## config.mk

```make
export PLATFORM = sky130hd
export DESIGN_NAME = dieu_khien_bom
export DESIGN_NICKNAME = d
export VERILOG_FILES = /design/src/rtl/dieu_khien_bom_pkg.sv /design/src/rtl/dieu_khien_bom_loc_nhieu.sv /design/src/rtl/dieu_khien_bom.sv
export SDC_FILE = /design/constraint.sdc
export NUM_CORES = 1
export LEC_CHECK = 0
export CELL_PAD_IN_SITES_DETAIL_PLACEMENT = 0
export CELL_PAD_IN_SITES_GLOBAL_PLACEMENT = 1
export CORE_ASPECT_RATIO = 0.6
export CORE_MARGIN = 1
export CORE_UTILIZATION = 40
export DETAILED_ROUTE_END_ITERATION = 8
export PLACE_DENSITY_LB_ADDON = 0.1
export SETUP_SLACK_MARGIN = 0.2
export SYNTH_ARGS = -nofsm -noshare
export SYNTH_HDL_FRONTEND = slang
export SYNTH_HIERARCHICAL = 1
export SYNTH_SLANG_ARGS = --single-unit
```

## constraint.sdc

```tcl
create_clock -name clk -period 2.8 [get_ports clk]
set_input_delay 0.42 -clock clk [delete_from_list [all_inputs] [get_ports clk]]
set_output_delay 0.42 -clock clk [all_outputs]
set_load 0.05 [all_outputs]
```

## src/rtl/dieu_khien_bom_pkg.sv

```systemverilog
// Shared types and helpers for the tank-fill pump controller (dieu_khien_bom).
package dieu_khien_bom_pkg;

    typedef enum logic [1:0] {
        ST_OFF      = 2'd0,
        ST_RUN      = 2'd1,
        ST_HOLD_OFF = 2'd2,
        ST_FAULT    = 2'd3
    } state_e;

    // Bits needed to hold any count from 0 up to max_val inclusive.
    function automatic int unsigned timer_width(input int unsigned max_val);
        return $clog2(max_val + 1);
    endfunction

endpackage

```

## src/rtl/dieu_khien_bom_loc_nhieu.sv

```systemverilog
// Level-sensor debouncer: output follows the raw input only after it has
// differed for DEB_CYCLES consecutive cycles. Resets to 1 ("water present").
module loc_nhieu
    import dieu_khien_bom_pkg::*;
#(
    parameter int unsigned DEB_CYCLES = 16
) (
    input  logic clk,
    input  logic rst_n,
    input  logic raw_i,
    output logic db_o
);

    localparam int unsigned CW = timer_width(DEB_CYCLES);

    logic [CW-1:0] cnt_q;
    logic          db_q;

    always_ff @(posedge clk or negedge rst_n) begin
        if (!rst_n) begin
            cnt_q <= '0;
            db_q  <= 1'b1;
        end else if (raw_i == db_q) begin
            cnt_q <= '0;
        end else if (cnt_q == CW'(DEB_CYCLES - 1)) begin
            cnt_q <= '0;
            db_q  <= raw_i;
        end else begin
            cnt_q <= cnt_q + CW'(1);
        end
    end

    assign db_o = db_q;

endmodule

```

## src/rtl/dieu_khien_bom.sv

```systemverilog
// Pump-pair fill sequencer: hysteresis, lead alternation, anti-short-cycling,
// drive pulse train and fault latch. Optional assist pump: DIEU_KHIEN_BOM_ASSIST_EN.
module dieu_khien_bom
    import dieu_khien_bom_pkg::*;
#(
    parameter int unsigned DEB_CYCLES    = 16,
    parameter int unsigned MIN_RUN       = 1000,
    parameter int unsigned MIN_OFF       = 1000,
    parameter int unsigned PULSE_HALF    = 500,
    parameter int unsigned MAX_RUN       = 100000,
    parameter int unsigned ASSIST_CYCLES = 20000
) (
    input  logic       clk,
    input  logic       rst_n,
    input  logic       en,
    input  logic       high,
    input  logic       low,
    input  logic       fault_clr,
    output logic [1:0] pump_on,
    output logic       pump_clk,
    output logic       lead,
    output logic       fault,
    output logic [1:0] state
);

    localparam int unsigned TW = timer_width(MAX_RUN > MIN_OFF ? MAX_RUN : MIN_OFF);
    localparam int unsigned PW = timer_width(PULSE_HALF);

    if (MAX_RUN <= MIN_RUN) begin : g_bad_max_run
        $error("dieu_khien_bom: MAX_RUN must exceed MIN_RUN");
    end
    if (ASSIST_CYCLES == 0) begin : g_bad_assist
        $error("dieu_khien_bom: ASSIST_CYCLES must be at least 1");
    end

    logic high_db;
    logic low_db;

    loc_nhieu #(.DEB_CYCLES(DEB_CYCLES)) u_loc_high (
        .clk   (clk),
        .rst_n (rst_n),
        .raw_i (high),
        .db_o  (high_db)
    );

    loc_nhieu #(.DEB_CYCLES(DEB_CYCLES)) u_loc_low (
        .clk   (clk),
        .rst_n (rst_n),
        .raw_i (low),
        .db_o  (low_db)
    );

    logic empty_c;
    logic full_c;
    logic bad_c;

    assign empty_c = !high_db && !low_db;
    assign full_c  =  high_db &&  low_db;
    assign bad_c   =  high_db && !low_db;

    state_e        state_q,    state_d;
    logic [TW-1:0] timer_q,    timer_d;
    logic [PW-1:0] pulse_q,    pulse_d;
    logic [1:0]    pump_on_q,  pump_on_d;
    logic          pump_clk_q, pump_clk_d;
    logic          lead_q,     lead_d;
    logic          fault_q,    fault_d;

    always_ff @(posedge clk or negedge rst_n) begin
        if (!rst_n) begin
            state_q    <= ST_OFF;
            timer_q    <= '0;
            pulse_q    <= '0;
            pump_on_q  <= '0;
            pump_clk_q <= 1'b0;
            lead_q     <= 1'b0;
            fault_q    <= 1'b0;
        end else begin
            state_q    <= state_d;
            timer_q    <= timer_d;
            pulse_q    <= pulse_d;
            pump_on_q  <= pump_on_d;
            pump_clk_q <= pump_clk_d;
            lead_q     <= lead_d;
            fault_q    <= fault_d;
        end
    end

    always_comb begin
        state_d    = state_q;
        timer_d    = '0;
        pulse_d    = '0;
        pump_clk_d = 1'b0;
        pump_on_d  = '0;

        case (state_q)
            ST_OFF: begin
                if (bad_c)                state_d = ST_FAULT;
                else if (en && empty_c)   state_d = ST_RUN;
            end
            ST_RUN: begin
                if (bad_c)                                state_d = ST_FAULT;
                else if (timer_q == TW'(MAX_RUN - 1))     state_d = ST_FAULT;
                else if (!en)                             state_d = ST_HOLD_OFF;
                else if (full_c && timer_q >= TW'(MIN_RUN - 1))
                                                          state_d = ST_HOLD_OFF;
            end
            ST_HOLD_OFF: begin
                if (bad_c)                                state_d = ST_FAULT;
                else if (timer_q == TW'(MIN_OFF - 1))     state_d = ST_OFF;
            end
            ST_FAULT: begin
                if (fault_clr && !bad_c)                  state_d = ST_HOLD_OFF;
            end
            default: state_d = ST_OFF;
        endcase

        if (state_d == state_q && (state_q == ST_RUN || state_q == ST_HOLD_OFF)) begin
            timer_d = timer_q + TW'(1);
        end

        // Lead swaps only after a completed or aborted fill, never on a fault.
        lead_d = lead_q ^ (state_q == ST_RUN && state_d == ST_HOLD_OFF);

        if (state_q == ST_RUN && state_d == ST_RUN) begin
            if (pulse_q == PW'(PULSE_HALF - 1)) begin
                pump_clk_d = !pump_clk_q;
            end else begin
                pulse_d    = pulse_q + PW'(1);
                pump_clk_d = pump_clk_q;
            end
        end

        if (state_d == ST_RUN) begin
            pump_on_d[lead_q] = 1'b1;
`ifdef DIEU_KHIEN_BOM_ASSIST_EN
            if (32'(timer_d) >= ASSIST_CYCLES - 1) begin
                pump_on_d[!lead_q] = 1'b1;
            end
`endif
        end

        fault_d = (state_d == ST_FAULT);
    end

    assign pump_on  = pump_on_q;
    assign pump_clk = pump_clk_q;
    assign lead     = lead_q;
    assign fault    = fault_q;
    assign state    = state_q;

endmodule

```

[Word level (Yosys, flattened, before mapping)]
Cells that the tools add are included.
Storage, ports and cells
  input port bits: 6
  register bits after elaboration: 45
Operators by class
  bitwise logic cells: 3
  $add $sub $neg: 4
  order comparisons: 3
  eq/ne operators: 15
  mux-type cells: 22
  reductions and logical operators: 18
Operators by type and width (count)
  2-bit 2-to-1 mux: 10
  5-bit 2-to-1 mux: 4
  9-bit 2-to-1 mux: 2
  17-bit by 1-bit adder with 17-bit output, second input constant: 1
  17-bit by 10-bit == test with 1-bit output, second input constant: 1
  17-bit == test, second input constant: 1
  17-bit by 10-bit >= comparator with 1-bit output, second input constant: 1
  17-bit 2-to-1 mux: 1
  5-bit by 1-bit adder with 5-bit output, second input constant: 2
  5-bit by 4-bit == test with 1-bit output, second input constant: 2
  1-bit logical AND: 10
  9-bit by 1-bit adder with 9-bit output, second input constant: 1
  9-bit == test, second input constant: 1
  2-bit == test, second input constant: 4
  2-bit case mux with 4 select lines: 1
  2-bit by 1-bit == test with 1-bit output, second input constant: 2
  1-bit zero test: 4
  2-bit AND reduction: 2
  1-bit 2-to-1 mux: 3
  1-bit == test: 2
  2-bit == test: 1
  2-bit zero test: 1
  1-bit by 2-bit less-than comparator with 1-bit output, second input constant: 1
  2-bit by 1-bit != test with 1-bit output, second input constant: 1
  5 further kinds: 6

[Logic depth before layout (Yosys ltp)]
  depth in word-level cells: 10
  gate-level depth with buffers: 9

[Modules after synthesis]
Netlist, hierarchy kept.
Modules (own cells, without submodules)
  dieu_khien_bom: seq. area each 825.8 um^2, area each 2043.2 um^2, cells each 215, times used 1
  loc_nhieu: seq. area each 151.4 um^2, area each 262.8 um^2, cells each 21, times used 2

[Worst setup path after synthesis]
No wires, ideal clock.
  kind: register to register
  start: register timer_q[14]
  end: register timer_q[6]
  cell stages (with the launch flop): 9
  arrival time: 2.650 ns
  path slack: 0.054 ns
  data required time: 2.704 ns
  setup time: 0.096 ns
  cell sequence: dfrtp_1 > or4_4 > or4b_1 > or3_1 > a31o_1 > and3_1 > buf_6 > buf_12 > nor4_4
On the way
  word-level cells in the longest chain between the ends: 10
  elaborated cells on any way between the ends: 14
Ends and longest elaborated chain
  start: declaration: RTL line dieu_khien_bom.sv:62  | logic [TW-1:0] timer_q, timer_d;
  start signal: assignment: RTL line dieu_khien_bom.sv:80  | timer_q <= timer_d;
  17-bit by 10-bit >= comparator with 1-bit output: RTL line dieu_khien_bom.sv:105  | else if (full_c && timer_q >= TW'(MIN_RUN - 1))
  1-bit logical AND: RTL line dieu_khien_bom.sv:105
  2-bit 2-to-1 mux: RTL line dieu_khien_bom.sv:105
  2-bit 2-to-1 mux: RTL line dieu_khien_bom.sv:104  | else if (!en) state_d = ST_HOLD_OFF;
  2-bit 2-to-1 mux: RTL line dieu_khien_bom.sv:103  | else if (timer_q == TW'(MAX_RUN - 1)) state_d = ST_FAULT;
  2-bit 2-to-1 mux: RTL line dieu_khien_bom.sv:102  | if (bad_c) state_d = ST_FAULT;
  2-bit case mux with 4 select lines (*): RTL line dieu_khien_bom.sv:96  | case (state_q)
  2-bit == test (*): RTL line dieu_khien_bom.sv:118  | if (state_d == state_q && (state_q == ST_RUN || state_q == ST_HOLD_OFF)) begin
  1-bit logical AND (*): RTL line dieu_khien_bom.sv:118
  17-bit 2-to-1 mux (*): RTL line dieu_khien_bom.sv:118
  via timer_d[6]: RTL line dieu_khien_bom.sv:62
The timed path passes the listed nets; every way through them passes the cells marked *.
A chain may end at the register's enable or synchronous reset.

[Worst setup path in the final report]
  start: register timer_q[14]
  end: register pulse_q[7]
On the way
  word-level cells in the longest chain between the ends: 10
  elaborated cells on any way between the ends: 14
Ends and longest elaborated chain
  17-bit by 10-bit >= comparator with 1-bit output: RTL line dieu_khien_bom.sv:105
  1-bit logical AND: RTL line dieu_khien_bom.sv:105
  2-bit 2-to-1 mux: RTL line dieu_khien_bom.sv:105
  2-bit 2-to-1 mux: RTL line dieu_khien_bom.sv:104
  2-bit 2-to-1 mux: RTL line dieu_khien_bom.sv:103
  2-bit 2-to-1 mux: RTL line dieu_khien_bom.sv:102
  2-bit case mux with 4 select lines (*): RTL line dieu_khien_bom.sv:96
  2-bit by 1-bit == test with 1-bit output (*): RTL line dieu_khien_bom.sv:125  | if (state_q == ST_RUN && state_d == ST_RUN) begin
  1-bit logical AND (*): RTL line dieu_khien_bom.sv:125
  9-bit 2-to-1 mux (*): RTL line dieu_khien_bom.sv:125
  via pulse_d[7]: RTL line dieu_khien_bom.sv:63  | logic [PW-1:0] pulse_q, pulse_d;
  end signal: assignment: RTL line dieu_khien_bom.sv:81  | pulse_q <= pulse_d;
  end: declaration: RTL line dieu_khien_bom.sv:63
Marked as above.

==> results.json <==
{
  "synth.most_common_cell": "dfrtp_1",
  "cts_tree": "built",
  "p_leak_nw": 1.30,
  "rows": 22,
  "die_h_um": 64.1,
  "synthMuxAreaShare_pct": 1.32,
  "hp-class": "primary input to asynchronous set/reset pin",
  "required_ns": 2.98,
  "synth_cells": 257,
  "criticalPathCategory": "register to register",
  "holdWs_ns": 0.0762,
  "finalWirelength_um": 5760,
  "die_w_um": 105,
  "post_dp_cell_area_mm2": 0.00285,
  "cts.path.max_buffers": 2,
  "cp_max_fo": 6,
  "ios": 13,
  "ctsHoldBuffers": 0,
  "period_minus_slack_ns": 2.68,
  "fin_util_pct": 50.9,
  "arrival_ns": 2.85,
  "reg2regPathDepth": 8,
  "multi_input_area_mm2": 0.00150,
  "placed_cells_incl_taps": 355,
  "synthArstFlopShare_pct": 100,
  "dieArea_mm2": 0.00676,
  "grtUsageTotal_pct": 19.5,
  "n_fill_cell": 587,
  "synth-simple-area-share_pct": 30.5,
  "synth_top_area_cell": "dfrtp_1",
  "antenna_found_initial": 0,
  "rsz0062_at_grt": "yes",
  "crit_path_end_kind": "register",
  "rrSetupSlack_ns": 0.12,
  "drv_slew": 0,
  "synth_area_mm2": 0.00257,
  "synth_top_family_by_area": "simple AND/OR/NAND/NOR gates",
  "ys_types": 52,
  "synth_nets": 271,
  "synth_common_cells": "43 x dfrtp_1, 30 x nand2_1, 20 x nor2_1",
  "fin_cells": 367,
  "peakVddDrop_v": 0.000506,
  "drtAntennaViolNets": 0,
  "drive_gt1_share_pct": 25.4,
  "status": "finished, final reports clean",
  "gp_congestion": 0.804,
  "slew_headroom_pct": 58.5,
  "grt_pass1_wl_um": 10000,
  "layout.nets": 296,
  "maxCapViolations": 0,
  "max_freq_ghz": 0.373,
  "synth_seq_cells": 45,
  "synth_compound_area_share_pct": 6.23,
  "p_per_area_mw_per_mm2": 808,
  "worstMarginPinSlew_ns": 0.622,
  "cts_buffers": 5,
  "synth_ff_type": "dfrtp_1",
  "startpoint": "timer_q[14]",
  "dp_hpwl_um": 4000,
  "synthTopCellsByArea": "dfrtp_1 42%, xnor2_1 5.5%, xor2_1 4.8%, nand2_1 4.4%, nor4_2 4.4%",
  "drt_iter0_drc": 97,
  "insertion_delay_ns": 0.30,
  "drc": 0,
  "grt_remaining_overflow": 0,
  "r2r-start": "timer_q[14]",
  "setup_viol": 0,
  "regArea_mm2": 0.00113,
  "coreArea_mm2": 0.00617,
  "clkTransAtPathRegs_ns": 0.09,
  "initial_core_util_pct": 41.7,
  "yosysWarnings": 6,
  "worst_setup_path_start_kind": "register",
  "finalClockSkew_ns": 0.00581,
  "root_buffer": "clkbuf_8",
  "portBuffers": 12,
  "syn_avg_cell_area_um2": 9.99,
  "cts.sink_count": 45,
  "synth_xor_area_share_pct": 10.2,
  "crit_end": "pulse_q[7]",
  "synth.top_cell.area_share_pct": 41.9,
  "yosys.area_share.adder_pct": 3.90,
  "vias": 1940,
  "reg2reg_to": "pulse_q[7]",
  "final.period_utilization_pct": 95.7,
  "hold_viol_final": 0,
  "grt_start_max_net_pins": 22,
  "synth_edf_count": 0,
  "htreeDepth": 2,
  "grt_pass1_vias": 1937,
  "fin_tns_setup_ns": 0,
  "wl_per_cell_um": 15.7,
  "area_delta_synth_final_pct": 22.1,
  "final_area_mm2": 0.00314,
  "first_pass_iters": 4,
  "viasPerCell": 5.29,
  "n_antenna_cell": 0,
  "ys_seq_area_share_pct": 43.9
}
==> state kept, by name (all words and copies together) (netlist names) <==
name	flops
pump_on	2
u_loc_low/cnt_q	5
timer_q	17
u_loc_high/cnt_q	5
u_loc_low/db_o	1
u_loc_high/db_o	1
lead	1
state	2
pump_clk	1
pulse_q	9
fault	1
==> metrics by stage <==
| stage | total power, mW | setup slack (ns) |
|---|---|---|
| 2_1_floorplan | 1.56 | 0.0914 |
| 3_3_place_gp | 1.89 | 0.102 |
| 3_5_place_dp | 1.89 | 0.0251 |
| 4_1_cts | 2.52 | 0.144 |
| 5_1_grt | 2.68 | 0.0458 |
| 6_report | 2.54 | 0.121 |
==> final cells by class <==
type | instances | area share, %
clock buffer | 6 | 2.63
inverter | 8 | 0.957
timing repair buffer | 29 | 8.78
clock inverter | 2 | 0.439
tap | 84 | 3.35
multi-input combinational | 193 | 47.9
sequential | 45 | 36.0
==> power by group <==
group | switching, mW | internal (mW)
clock | 0.229 | 0.200
sequential | 0.0660 | 0.705
combinational | 0.888 | 0.447
total | 1.18 | 1.35
==> worst min-delay path by stage <==
stage	endpoint	cells past startpoint
6_report	u_loc_low/cnt_q[3]	1
3_3_place_gp	u_loc_low/cnt_q[3]	1
2_1_floorplan	fault	0
5_1_grt	timer_q[3]	1
3_5_place_dp	u_loc_low/cnt_q[3]	1
4_1_cts	u_loc_low/cnt_q[3]	1
==> kinds of logic (layout without fill, tap and decap cells) <==
logic type,after synthesis,after routing
adders and majority gates,8,8
xor gates and xnor gates,30,30
buffers and inverters,19,45
and+or+nand+nor,131,131
DFF,45,45
muxes,3,3
AOI/OAI and AO/OA,21,21
==> cell usage in the layout (no fill, tap or decap), types with 4 or more instances in the layout <==
cell type,synthesis,final
and2_1,4,4
and3_1,5,4
and4_1,4,4
buf_4,1,13
clkbuf_8,0,6
clkdlybuf4s50_1,0,11
dfrtp_1,43,43
ha_1,8,8
inv_1,8,8
nand2_1,30,30
nand3_1,11,11
nand4_1,8,8
nor2_1,20,17
nor2_2,4,6
nor3_2,0,5
nor4_2,9,14
xnor2_1,16,16
xor2_1,14,14
==> per-layer routing <==
layer | track usage [%] | wire length [um]
met1 | 29.6 | 3150
met2 | 28.0 | 2340
met3 | 3.98 | 226
met4 | 4.75 | 46
met5 | 0 | 0
==> repair_timing <==
action,in CTS,in global routing
hold endpoints to repair,0,0
buffers inserted,3,0
resized for setup,24,7
setup endpoints to repair,27,29
pin swaps,13,2
cloned,1,0
==> critical path, stage by stage (launching register included) <==
cell and delay, ns:
dfrtp_1 0.38, or4_4 0.55, or4b_1 0.46, or3_1 0.33, a31o_1 0.26, buf_4 0.14, nand4_1 0.16, buf_6 0.20
nor3_2 0.06
Note: power is estimated with default switching activity, not from simulation.
